===== src/rtl/mips_pkg.sv =====
// Shared definitions for the MIPS data-memory path: bus width defaults and
// the arbiter state encoding.
package mips_pkg;

  localparam int DATA_W_DEF = 32;
  localparam int ADDR_W_DEF = 32;

  typedef enum logic [1:0] {
    ARB_IDLE  = 2'd0,
    ARB_PEND  = 2'd1,
    ARB_FORCE = 2'd2
  } arb_state_t;

  // Counter width able to hold 0..max_wait.
  function automatic int wait_cnt_width(input int max_wait);
    return $clog2(max_wait + 1);
  endfunction

endpackage


===== src/rtl/arb_wait_counter.sv =====
// Saturating denial counter for the DBG port; at_limit flags that the next
// denial is the last one allowed before DBG must be forced through.
module arb_wait_counter
  import mips_pkg::*;
#(
  parameter int MAX_WAIT = 4,
  parameter int CNT_W    = wait_cnt_width(MAX_WAIT)
) (
  input  logic Clk,
  input  logic Reset,
  input  logic clr,
  input  logic inc,
  output logic at_limit
);

  localparam logic [CNT_W:0] LIMIT = (CNT_W + 1)'(MAX_WAIT);

  logic [CNT_W-1:0] wait_cnt;

  assign at_limit = (({1'b0, wait_cnt} + (CNT_W + 1)'(1)) == LIMIT);

  // Holds at MAX_WAIT-1 once the limit is reached; the FSM sits in FORCE then.
  always_ff @(posedge Clk) begin
    if (Reset || clr) begin
      wait_cnt <= '0;
    end else if (inc && !at_limit) begin
      wait_cnt <= wait_cnt + CNT_W'(1);
    end
  end

endmodule


===== src/rtl/dmem_arbiter.sv =====
// Single-port data memory arbiter: the CPU has fixed priority, and a bounded
// wait counter forces a one-cycle CPU stall so the debug master cannot starve.
module dmem_arbiter
  import mips_pkg::*;
#(
  parameter int DATA_W   = DATA_W_DEF,
  parameter int ADDR_W   = ADDR_W_DEF,
  parameter int MAX_WAIT = 4
) (
  input  logic              Clk,
  input  logic              Reset,
  input  logic              cpu_req,
  input  logic              cpu_we,
  input  logic [ADDR_W-1:0] cpu_addr,
  input  logic [DATA_W-1:0] cpu_wdata,
  output logic [DATA_W-1:0] cpu_rdata,
  output logic              cpu_stall,
  input  logic              dbg_req,
  input  logic              dbg_we,
  input  logic [ADDR_W-1:0] dbg_addr,
  input  logic [DATA_W-1:0] dbg_wdata,
  output logic              dbg_gnt,
  output logic [DATA_W-1:0] dbg_rdata,
  output logic              dbg_valid,
  output logic [ADDR_W-1:0] mem_a,
  output logic [DATA_W-1:0] mem_wd,
  output logic              mem_we,
  input  logic [DATA_W-1:0] mem_rd
);

  arb_state_t state;
  logic       at_limit;
  logic       wait_clr;
  logic       wait_inc;

  // DBG only beats an active CPU access once it has been forced.
  assign dbg_gnt   = dbg_req & (~cpu_req | (state == ARB_FORCE));
  assign cpu_stall = dbg_gnt & cpu_req;
  assign cpu_rdata = mem_rd;

  always_comb begin
    mem_a  = cpu_addr;
    mem_wd = cpu_wdata;
    mem_we = cpu_we & cpu_req;
    if (dbg_gnt) begin
      mem_a  = dbg_addr;
      mem_wd = dbg_wdata;
      mem_we = dbg_we;
    end
  end

  assign wait_clr = dbg_gnt | ~dbg_req;
  assign wait_inc = dbg_req & ~dbg_gnt;

  arb_wait_counter #(
    .MAX_WAIT (MAX_WAIT)
  ) u_wait (
    .Clk      (Clk),
    .Reset    (Reset),
    .clr      (wait_clr),
    .inc      (wait_inc),
    .at_limit (at_limit)
  );

  // Arbiter state plus the registered DBG response (read data and ack pulse).
  always_ff @(posedge Clk) begin
    if (Reset) begin
      state     <= ARB_IDLE;
      dbg_valid <= 1'b0;
      dbg_rdata <= '0;
    end else begin
      dbg_valid <= dbg_gnt;
      if (dbg_gnt && !dbg_we) begin
        dbg_rdata <= mem_rd;
      end
      if (wait_inc) begin
        state <= at_limit ? ARB_FORCE : ARB_PEND;
      end else begin
        state <= ARB_IDLE;
      end
    end
  end

endmodule


===== config.mk =====
export PLATFORM = sky130hd
export DESIGN_NAME = dmem_arbiter
export DESIGN_NICKNAME = d
export VERILOG_FILES = /design/src/rtl/mips_pkg.sv /design/src/rtl/arb_wait_counter.sv /design/src/rtl/dmem_arbiter.sv
export SDC_FILE = /design/constraint.sdc
export NUM_CORES = 1
export LEC_CHECK = 0
export ABC_AREA = 1
export BUFFER_PORTS_ARGS = -buffer_cell sky130_fd_sc_hd__buf_2
export CAP_MARGIN = 20
export CELL_PAD_IN_SITES_DETAIL_PLACEMENT = 0
export CELL_PAD_IN_SITES_GLOBAL_PLACEMENT = 1
export CORE_UTILIZATION = 23
export DETAILED_ROUTE_END_ITERATION = 8
export GPL_TIMING_DRIVEN = 0
export PLACE_DENSITY = 0.86
export SYNTH_ARGS = -nofsm -noshare
export SYNTH_HDL_FRONTEND = slang
export SYNTH_SLANG_ARGS = --single-unit

===== constraint.sdc =====
create_clock -name Clk -period 3.1 [get_ports Clk]
set_clock_uncertainty 0.2 [all_clocks]
set_input_delay 0.155 -clock Clk [delete_from_list [all_inputs] [get_ports Clk]]
set_output_delay 0.155 -clock Clk [all_outputs]
set_load 0.01 [all_outputs]

==> flow_summary.ini <==
[min_path]
hold_depth = 5
hold_class = in -> reg

[power_and_ir_drop]
leakage_nw = 3.18
power_density_nw_per_um2 = 324
ir_worst_vdd_mv = 0.248

[routing]
vias = 4027
routed_wl_um = 12400
drcViolationCount = 0
wl_per_cell_um = 12.2
drt_iter0_drc = 204
viasPerCell = 3.94
firstDrtPassIters = 4
drtAntennaViolNets = 0

[timing]
drv_slew = 0
rsz0062_at_grt = false
final.setup.tns_ns = 0
post-route-period-util = 0.641
hold_viol = 0
setup_viol = 0
worst_pin_slew_ns = 0.466
fmax_ghz = 0.503
layout_min_cycle_time_ns = 1.99
timing.slew.headroom = 0.690

[clock_network]
clk_latency_ns = 0.27
cts_num_sinks = 38
cts.path.max_buffers = 2
cts_setup_buffers = 0
cts_tree = yes
clkTransAtPathRegs_ns = 0.06
ctsResizeCount = 0
cts_buffers = 5
h-tree-depth = 2
cts_hold_buffers = 1
root_buffer = clkbuf_16

[critical_path]
crit_path_end_kind = primary output
required_ns = 2.74
crit_chain = inv_2 > nand2_1 > nand2_2 > nand2_2 > buf_4 > buf_4 > nand2_1 > nand2_1 > buf_2
cp.arrival_ns = 1.63
crit_type = reg -> out
reg2reg_depth = 8
critPathSlowestCell = dfxtp_1
start_kind = flop
worstPathMaxFanout = 10
crit_top_cell = nand2_1
max_stage_delay_ns = 0.32

[place]
place_inst = 1014
io_buffers = 296
dpl.hpwl_um = 10300
gp_congestion = 0.865

[cells_and_area]
antenna_cells = 0
seqCellArea_um2 = 761
nets = 1017
drive_gt1_frac = 0.425
fin_cells = 1022
nFillCells = 1487
area_growth_pct = 62.0
multi_input_area_um2 = 1400

[floorplan]
pin_count = 298
std_cell_rows = 41
fp.dieH_um = 116
initial_core_util = 0.235
coreArea_um2 = 12600
die_area_um2 = 13400
die_w_um = 116

[synth]
ys_top_cells_by_count = nand2_1 (261), inv_1 (100), dfxtp_1 (38), buf_4 (37), nor2_1 (36)
synthesis.nets = 713
synth_cell_types = 20
synth_most_common_cell = nand2_1
syn_avg_cell_area_um2 = 5.43
synth-async-reset-ratio = 0
synth_top_cell_area_share = 0.330
ys.flop_type = dfxtp_1
synth_area_um2 = 2970
yosys_warnings = 0
netlist_instances = 546
yosysSeqAreaShare = 0.257
synth.largest_area_cell = nand2_1
ys_seq_elements = 38
synth-edff-count = 0
synthTopCellsByArea = nand2_1 (33%), dfxtp_1 (26%), inv_1 (13%), buf_4 (9.4%), nand4_1 (6.8%)

[global_routing]
grt_max_degree = 11
grt_pass1_vias = 3499
global_route.usage.met1 = 0.198
overflow = 0
antenna_found_initial = 0
met2_usage = 0.327
busiest_layer = met2
grt_pass1_wl_um = 17700
use_met3 = 0.0309
grtUsageTotal = 0.173

[status]
outcome = completed

[run]
max_cap_viol_count = 0
worst max-delay path: cells and delay by family, from the launching register on:
| kind | cells | cell delay [ns] |
|---|---|---|
| buffers and inverters | 4 | 0.52 |
| AND/OR/NAND/NOR | 5 | 0.51 |
| flip-flops | 1 | 0.32 |
cell families (layout without fill, tap and decap cells):
logic type                 after synthesis  after routing  share of synthesized area
adders and majority gates                1              1                    0.00422
and+or+nand+nor                        339            339                      0.464
buffers and inverters                  166            470                      0.272
DFF                                     38             38                      0.257
AOI/OAI and AO/OA                        2              2                    0.00337
state kept, by name (all words and copies together), names as in the netlist:
signal	cells
dbg_valid	1
u_wait.wait_cnt	3
dbg_rdata	32
state	2
layout make-up:
cell class,count,share of cell area
tap,172,0.0448
clock buffer,7,0.0276
multi-input combinational,342,0.291
inverter,104,0.0812
timing repair buffer,297,0.310
sequential,38,0.158
buffer,62,0.0867
report_power, final:
part	switching, W	internal, W	leakage (nW)
Sequential	0.0000100	0.000513	0.311
Combinational	0.000300	0.000254	2.80
Clock	0.000185	0.000294	0.0640
Total	0.000495	0.00106	3.18
routing by layer:
layer  routed length (um)  part of all wire  up-vias
met5                    0                 0        -
met1                 4980              0.40     1678
li1                     -                 -     2160
met2                 6220              0.50      179
met3                 1040             0.084       10
met4                  195             0.016        0
stage by stage:
| stage | power (W) | cell area [um2] | worst slack (ns) | hold slack, ns | util |
|---|---|---|---|---|---|
| finish | 0.00156 | 4800 | 1.11 | 0.0144 | 0.381 |
| global route | 0.00166 | 4800 | 0.941 | 0.0487 | 0.381 |
| CTS | 0.00158 | 4800 | 1.05 | 0.0143 | 0.381 |
| detailed placement | 0.00109 | 4660 | 1.35 | 0.141 | 0.369 |
| global placement | 0.00109 | 4660 | 1.35 | 0.136 | 0.369 |
| floorplan | 0.000815 | 2970 | 1.70 | 0.0274 | - |
cell usage in the layout, fill, tap and decap left out, drive strengths merged:
master	n
clkinv	2
nor2	36
inv	102
nand3	4
buf	351
ha	1
o21ai	1
clkbuf	14
or2	2
nand4	32
nand2	263
dlygate4sd3	1
nor3	2
a21oi	1
dfxtp	38
worst paths after layout:
kind                                        start                               to  slack, ns
setup / recovery              state[0]$_SDFF_PP0_                       mem_wd[22]       1.11
hold / removal                         mem_rd[14]       dbg_rdata[14]$_SDFFE_PP0P_       0.01
setup reg to reg              state[0]$_SDFF_PP0_       dbg_rdata[22]$_SDFFE_PP0P_       1.71
hold reg to reg   u_wait.wait_cnt[2]$_SDFFE_PP0P_  u_wait.wait_cnt[2]$_SDFFE_PP0P_       0.24
(Power assumes the default switching activity.)
